--- config.mk ---
export PLATFORM = sky130hd
export DESIGN_NAME = sequenciador_ula_flat
export DESIGN_NICKNAME = d
export VERILOG_FILES = /design/src/rtl/sequenciador_ula_pkg.sv /design/src/rtl/sequenciador_ula_if.sv /design/src/rtl/detector_borda.sv /design/src/rtl/sequenciador_ula.sv /design/src/flat_wrapper.sv
export SDC_FILE = /design/constraint.sdc
export NUM_CORES = 1
export LEC_CHECK = 0
export BUFFER_PORTS_ARGS = -buffer_cell sky130_fd_sc_hd__buf_2
export CAP_MARGIN = 5
export CORE_UTILIZATION = 48
export DETAILED_ROUTE_END_ITERATION = 10
export PLACE_DENSITY_LB_ADDON = 0.25
export SYNTH_ARGS = -nofsm -noshare
export SYNTH_HDL_FRONTEND = slang
export SYNTH_SLANG_ARGS = --single-unit
--- constraint.sdc ---
create_clock -name clk -period 2.25 [get_ports clk]
set_input_delay 0.1125 -clock clk [delete_from_list [all_inputs] [get_ports clk]]
set_output_delay 0.1125 -clock clk [all_outputs]
set_load 0.02 [all_outputs]
--- src/rtl/sequenciador_ula_pkg.sv ---
// Shared types and widths for the ALU operation sequencer.
package sequenciador_ula_pkg;

  localparam int unsigned STATE_W = 3;
  localparam int unsigned CNT_W   = 4;

  typedef enum logic [STATE_W-1:0] {
    StIdle      = 3'd0,
    StOpWait    = 3'd1,
    StBWait     = 3'd2,
    StExecReady = 3'd3,
    StExec      = 3'd4,
    StShow      = 3'd5
  } state_t;

endpackage

--- src/rtl/sequenciador_ula_if.sv ---
// Button levels in, register strobes and status out.
interface sequenciador_ula_if;
  import sequenciador_ula_pkg::*;

  logic               entrada_numero;
  logic               entrada_operacao;
  logic               executar;
  logic               load_a;
  logic               a_from_result;
  logic               load_op;
  logic               load_b;
  logic               start_exec;
  logic               load_result;
  logic               pronto;
  logic               erro;
  logic [STATE_W-1:0] estado;

  // Button side: drives levels, observes strobes.
  modport master (
    output entrada_numero, entrada_operacao, executar,
    input  load_a, a_from_result, load_op, load_b, start_exec, load_result, pronto, erro,
           estado
  );

  // Sequencer side.
  modport slave (
    input  entrada_numero, entrada_operacao, executar,
    output load_a, a_from_result, load_op, load_b, start_exec, load_result, pronto, erro,
           estado
  );
endinterface

--- src/rtl/detector_borda.sv ---
// Button conditioner: 2-FF synchronizer, optional debounce, rising-edge detect.
// Debounce is built when SEQ_DEBOUNCE_EN is defined.
module detector_borda #(
  parameter int unsigned DEBOUNCE_CYCLES = 4
) (
  input  logic clk,
  input  logic rst,
  input  logic nivel,
  output logic evento
);

  logic sync1_q, sync2_q;
  logic aceito, aceito_prev_q;

  // Two-stage synchronizer for the asynchronous button level.
  always_ff @(posedge clk or posedge rst) begin
    if (rst) begin
      sync1_q <= 1'b0;
      sync2_q <= 1'b0;
    end else begin
      sync1_q <= nivel;
      sync2_q <= sync1_q;
    end
  end

`ifdef SEQ_DEBOUNCE_EN
  logic       aceito_q;
  logic [7:0] db_cnt_q;

  // Accept a new level only after DEBOUNCE_CYCLES consecutive differing samples.
  always_ff @(posedge clk or posedge rst) begin
    if (rst) begin
      aceito_q <= 1'b0;
      db_cnt_q <= 8'd0;
    end else if (sync2_q != aceito_q) begin
      if (db_cnt_q == 8'(DEBOUNCE_CYCLES - 1)) begin
        aceito_q <= sync2_q;
        db_cnt_q <= 8'd0;
      end else begin
        db_cnt_q <= db_cnt_q + 8'd1;
      end
    end else begin
      db_cnt_q <= 8'd0;
    end
  end

  assign aceito = aceito_q;
`else
  logic unused_debounce_cfg;
  assign unused_debounce_cfg = ^DEBOUNCE_CYCLES;
  assign aceito = sync2_q;
`endif

  // Previous accepted level, for the rising-edge event.
  always_ff @(posedge clk or posedge rst) begin
    if (rst) aceito_prev_q <= 1'b0;
    else     aceito_prev_q <= aceito;
  end

  assign evento = aceito & ~aceito_prev_q;

endmodule

--- src/rtl/sequenciador_ula.sv ---
// ALU operation sequencer: button events -> one-cycle register strobes in the
// order A, op, B, execute, result. Optional SEQ_DEBOUNCE_EN adds input debounce.
module sequenciador_ula
  import sequenciador_ula_pkg::*;
#(
  parameter int unsigned EXEC_LATENCY    = 2,
  parameter int unsigned DEBOUNCE_CYCLES = 4
) (
  input logic               clk,
  input logic               rst,
  sequenciador_ula_if.slave bus
);

  logic ev_num, ev_op, ev_exe;

  detector_borda #(.DEBOUNCE_CYCLES(DEBOUNCE_CYCLES)) u_det_num (
    .clk(clk), .rst(rst), .nivel(bus.entrada_numero), .evento(ev_num)
  );
  detector_borda #(.DEBOUNCE_CYCLES(DEBOUNCE_CYCLES)) u_det_op (
    .clk(clk), .rst(rst), .nivel(bus.entrada_operacao), .evento(ev_op)
  );
  detector_borda #(.DEBOUNCE_CYCLES(DEBOUNCE_CYCLES)) u_det_exe (
    .clk(clk), .rst(rst), .nivel(bus.executar), .evento(ev_exe)
  );

  logic [1:0] n_ev;
  logic       multi, single;
  assign n_ev   = 2'(ev_num) + 2'(ev_op) + 2'(ev_exe);
  assign multi  = (n_ev > 2'd1);
  assign single = (n_ev == 2'd1);

  state_t           state_q;
  logic [CNT_W-1:0] cnt_q;
  logic load_a_q, a_from_result_q, load_op_q, load_b_q, start_exec_q, load_result_q;
  logic pronto_q, erro_q;

  // Sequencer FSM with latency counter and registered strobes.
  always_ff @(posedge clk or posedge rst) begin
    if (rst) begin
      state_q         <= StIdle;
      cnt_q           <= '0;
      load_a_q        <= 1'b0;
      a_from_result_q <= 1'b0;
      load_op_q       <= 1'b0;
      load_b_q        <= 1'b0;
      start_exec_q    <= 1'b0;
      load_result_q   <= 1'b0;
      pronto_q        <= 1'b0;
      erro_q          <= 1'b0;
    end else begin
      load_a_q        <= 1'b0;
      a_from_result_q <= 1'b0;
      load_op_q       <= 1'b0;
      load_b_q        <= 1'b0;
      start_exec_q    <= 1'b0;
      load_result_q   <= 1'b0;
      pronto_q        <= 1'b0;
      if (multi) erro_q <= 1'b1;
      case (state_q)
        StIdle: begin
          if (single) begin
            if (ev_num) begin
              load_a_q <= 1'b1;
              erro_q   <= 1'b0;
              state_q  <= StOpWait;
            end else erro_q <= 1'b1;
          end
        end
        StOpWait: begin
          if (single) begin
            if (ev_op) begin
              load_op_q <= 1'b1;
              erro_q    <= 1'b0;
              state_q   <= StBWait;
            end else erro_q <= 1'b1;
          end
        end
        StBWait: begin
          if (single) begin
            if (ev_num) begin
              load_b_q <= 1'b1;
              erro_q   <= 1'b0;
              state_q  <= StExecReady;
            end else erro_q <= 1'b1;
          end
        end
        StExecReady: begin
          if (single) begin
            if (ev_num) begin
              load_b_q <= 1'b1;
              erro_q   <= 1'b0;
            end else if (ev_exe) begin
              start_exec_q <= 1'b1;
              erro_q       <= 1'b0;
              cnt_q        <= CNT_W'(EXEC_LATENCY);
              state_q      <= StExec;
            end else erro_q <= 1'b1;
          end
        end
        StExec: begin
          // Presses are illegal here, but the latency count runs regardless.
          if (single) erro_q <= 1'b1;
          if (cnt_q == CNT_W'(1)) begin
            load_result_q <= 1'b1;
            state_q       <= StShow;
          end else begin
            cnt_q <= cnt_q - CNT_W'(1);
          end
        end
        StShow: begin
          pronto_q <= 1'b1;
          if (single) begin
            if (ev_num) begin
              load_a_q <= 1'b1;
              erro_q   <= 1'b0;
              pronto_q <= 1'b0;
              state_q  <= StOpWait;
            end else if (ev_op) begin
              load_a_q        <= 1'b1;
              a_from_result_q <= 1'b1;
              load_op_q       <= 1'b1;
              erro_q          <= 1'b0;
              pronto_q        <= 1'b0;
              state_q         <= StBWait;
            end else erro_q <= 1'b1;
          end
        end
        default: begin
          state_q <= StIdle;
          erro_q  <= 1'b1;
        end
      endcase
    end
  end

  assign bus.load_a        = load_a_q;
  assign bus.a_from_result = a_from_result_q;
  assign bus.load_op       = load_op_q;
  assign bus.load_b        = load_b_q;
  assign bus.start_exec    = start_exec_q;
  assign bus.load_result   = load_result_q;
  assign bus.pronto        = pronto_q;
  assign bus.erro          = erro_q;
  assign bus.estado        = state_q;

endmodule

--- src/flat_wrapper.sv ---
// flat-port wrapper written by rule: the top's interface ports become plain ports
module sequenciador_ula_flat import sequenciador_ula_pkg::*;
#(
  parameter int unsigned EXEC_LATENCY    = 2,
  parameter int unsigned DEBOUNCE_CYCLES = 4
)
  (clk, rst, bus_entrada_numero, bus_entrada_operacao, bus_executar, bus_load_a, bus_a_from_result, bus_load_op, bus_load_b, bus_start_exec, bus_load_result, bus_pronto, bus_erro, bus_estado);
  sequenciador_ula_if bus_i ();
  input logic clk;
  input logic rst;
  input wire logic [$bits(bus_i.entrada_numero)-1:0] bus_entrada_numero;
  input wire logic [$bits(bus_i.entrada_operacao)-1:0] bus_entrada_operacao;
  input wire logic [$bits(bus_i.executar)-1:0] bus_executar;
  output wire logic [$bits(bus_i.load_a)-1:0] bus_load_a;
  output wire logic [$bits(bus_i.a_from_result)-1:0] bus_a_from_result;
  output wire logic [$bits(bus_i.load_op)-1:0] bus_load_op;
  output wire logic [$bits(bus_i.load_b)-1:0] bus_load_b;
  output wire logic [$bits(bus_i.start_exec)-1:0] bus_start_exec;
  output wire logic [$bits(bus_i.load_result)-1:0] bus_load_result;
  output wire logic [$bits(bus_i.pronto)-1:0] bus_pronto;
  output wire logic [$bits(bus_i.erro)-1:0] bus_erro;
  output wire logic [$bits(bus_i.estado)-1:0] bus_estado;
  assign bus_i.entrada_numero = bus_entrada_numero;
  assign bus_i.entrada_operacao = bus_entrada_operacao;
  assign bus_i.executar = bus_executar;
  assign bus_load_a = bus_i.load_a;
  assign bus_a_from_result = bus_i.a_from_result;
  assign bus_load_op = bus_i.load_op;
  assign bus_load_b = bus_i.load_b;
  assign bus_start_exec = bus_i.start_exec;
  assign bus_load_result = bus_i.load_result;
  assign bus_pronto = bus_i.pronto;
  assign bus_erro = bus_i.erro;
  assign bus_estado = bus_i.estado;
  sequenciador_ula #(.EXEC_LATENCY(EXEC_LATENCY), .DEBOUNCE_CYCLES(DEBOUNCE_CYCLES)) u_core (.clk(clk), .rst(rst), .bus(bus_i));
endmodule
==> summary.txt <==
post-synthesis sequential element count - 24
global-route usage over all layers - 0.176
Synth-to-Final Area Change - 27.8%
Placer Congestion - 0.877
Peak VDD IR - 523 uV
clock period minus worst slack - 2.17 ns
min-delay worst type - register to register
Layout Cells excl Fill - 152
number of I/O port buffers - 15
final hold vios - 0
max incr delay on CP - 0.46 ns
Finished Cell Area - 1340 um^2
Synth area leader - dfrtp_1
total of max-cap violations - 0
PwrDens - 999 nW/um^2
most instantiated cells after synthesis - 24 x dfrtp_1, 9 x nand2_1, 7 x nand2b_1, 7 x nor2_1
setup_tns - 0 ns
Setup CP Type - register to register
top cells by area, synth - dfrtp_1 57%, nand2b_1 4.2%, nand2_1 3.2%
# placed instances - 140
vias - 764
number of synthesized flops with an enable pin - 0
crit end category - register
io pins - 16
ratio of cells with drive above 1 in the final layout - 0.312
worst rel slew slack - 0.441
Yosys top cell area share - 0.573
Syn Nets - 103
Worst EP arrival - 2.39 ns
WL/cell - 12.3 um
largest net degree at the start of global routing - 25
Starting Density - 0.523
worst skew pair latency - 0.32 ns
Longest Clk Path Bufs - 2
post-synthesis instance area - 1050 um^2
Tot Pwr - 1.34 mW
via density per instance - 5.03
CTS tree - yes
final layout net count - 134
antenna cells - 0
max reg flops - 4
Die Span X - 48.7 um
Crit path buffers/inverters - 3
critical path launch point type - register
FMAX - 0.461 GHz
initial DRC count - 16
CTS buffer count - 3
sequential share of the synthesized area - 0.573
total die area - 2370 um^2
Worst EP required - 2.47 ns
drc violations - 0
Cell Chain, Critical Path - and2b_2 -> inv_4 -> fa_2 -> buf_4 -> nor4bb_2 -> buf_4 -> o2bb2ai_1 -> o21ai_0 -> nand2b_1
dominant cell by count in the synthesized netlist - dfrtp_1
Worst-Margin Slew - 0.838 ns
fin util - 0.669
CP delay by family, top - simple AND/OR/NAND/NOR gates
Post-Place Worst Slack - 0.0135 ns
remaining antenna violation count - 0
CTS sink count - 24
Syn Area/Cell - 11.0 um^2
slowest CP cell - fa_2
Final HPWL DP - 1350 um
CTS H-tree lvls - 1
core footprint - 2000 um^2
Worst Path Max Fanout - 5
skew final - 0.00540 ns
FP Rows - 16
clock root buffer - clkbuf_4
final wirelength - 1870 um
Leak - 0.649 nW
Final Max Tran Viols - 0
status - finished clean
Final setup viols - 0
cell count after synthesis - 95
Hold WS - 0.365 ns
first-pass GRT wire length - 3130 um
Worst-path clk slew - 0.13 ns
Final WS setup - 0.0790 ns
RSZ-0062 raised after global routing - no
vias in the first global route - 729
Biggest register - u_core.cnt_q
dpl cell area - 1210 um^2
First-pass DRT Iterations - 4
post-route clock period utilization - 0.965
antenna violations before repair - 0
Die Span Y - 48.7 um
Distinct cells, synth - 32
Synth warnings - 0
Async SR Flop Fraction - 1.00
prevailing post-synth register cell - dfrtp_1
gr ovfl total - 0
Worst path most repeated cell - buf_4
[layout make-up]
| type | count | area, um^2 |
|---|---|---|
| Clock buffer | 3 | 22.5 |
| Tap cell | 27 | 33.8 |
| Clock inverter | 1 | 30.0 |
| Sequential cell | 24 | 601 |
| Fill cell | 159 | 663 |
| Inverter | 4 | 17.5 |
| Timing Repair Buffer | 28 | 183 |
| Multi-Input combinational cell | 65 | 452 |
[logic make-up (layout without fill, tap and decap cells)]
group / after synthesis / count (layout) / synth area share
mux: 1 / 1 / 0.0108
flops: 24 / 24 / 0.573
fa+ha+maj: 3 / 3 / 0.0430
compound gates: 10 / 10 / 0.0586
buf+inv: 6 / 36 / 0.0227
simple gates: 49 / 49 / 0.275
xor+xnor: 2 / 2 / 0.0167
[path summary, 6_finish.rpt]
kind                                                     from                                  endpoint  slack, ns  cells past startpoint
max                         u_core.u_det_num.aceito$_DFF_PP0_          u_core.bus.estado[1]$_DFFE_PP0P_       0.08                      9
min                        u_core.u_det_exe.sync1_q$_DFF_PP0_         u_core.u_det_exe.aceito$_DFF_PP0_       0.36                      0
max reg2reg                 u_core.u_det_num.aceito$_DFF_PP0_          u_core.bus.estado[1]$_DFFE_PP0P_       0.08                      9
min reg2reg                u_core.u_det_exe.sync1_q$_DFF_PP0_         u_core.u_det_exe.aceito$_DFF_PP0_       0.36                      0
max in group asynchronous                                 rst  u_core.u_det_num.aceito_prev_q$_DFF_PP0_       1.25                      3
min in group asynchronous                                 rst         u_core.u_det_op.sync1_q$_DFF_PP0_       0.49                      3
[metal layers]
layer / global-route usage / share of wire / wire length [um]
met5: 0 / 0 / 0
met4: 0.0882 / 0.020 / 38
met3: 0.0283 / 0.043 / 81
met2: 0.282 / 0.47 / 885
met1: 0.231 / 0.46 / 869
[report_power, final]
part | switching, mW | internal, mW
clock | 0.129 | 0.180
sequential | 0.0921 | 0.510
combinational | 0.232 | 0.195
[layout by cell type, fill, tap and decap left out, types with 2 or more instances in the layout]
cell type | netlist | final
buf_4 | 0 | 9
clkbuf_4 | 0 | 3
nand2b_4 | 0 | 2
dlygate4sd3_1 | 0 | 4
nor2_1 | 7 | 7
nand3_1 | 5 | 5
or2_2 | 3 | 3
xor2_1 | 2 | 2
buf_2 | 1 | 15
nand2b_1 | 7 | 5
nand2_1 | 9 | 9
nor2b_1 | 2 | 2
dfrtp_1 | 24 | 24
ha_1 | 2 | 2
nor3_1 | 5 | 5
o21ai_0 | 2 | 2
a21oi_1 | 3 | 3
inv_1 | 4 | 3
[timing repair]
action / in CTS / in global routing
hold buffers: 4 / 0
setup buffers: 1 / 3
setup endpoints to repair: 1 / 2
resized for setup: 0 / 2
pin swaps: 0 / 2
endpoints found under the hold margin: 27 / 0
[worst register-to-register path, cell delays in order, from the launching register on]
cell and delay [ns]:
dfrtp_1 0.41, and2b_2 0.22, inv_4 0.08, fa_2 0.46
buf_4 0.17, nor4bb_2 0.29, buf_4 0.16, o2bb2ai_1 0.06
o21ai_0 0.16, nand2b_1 0.07
No activity file was read; power rests on OpenSTA's default activity.
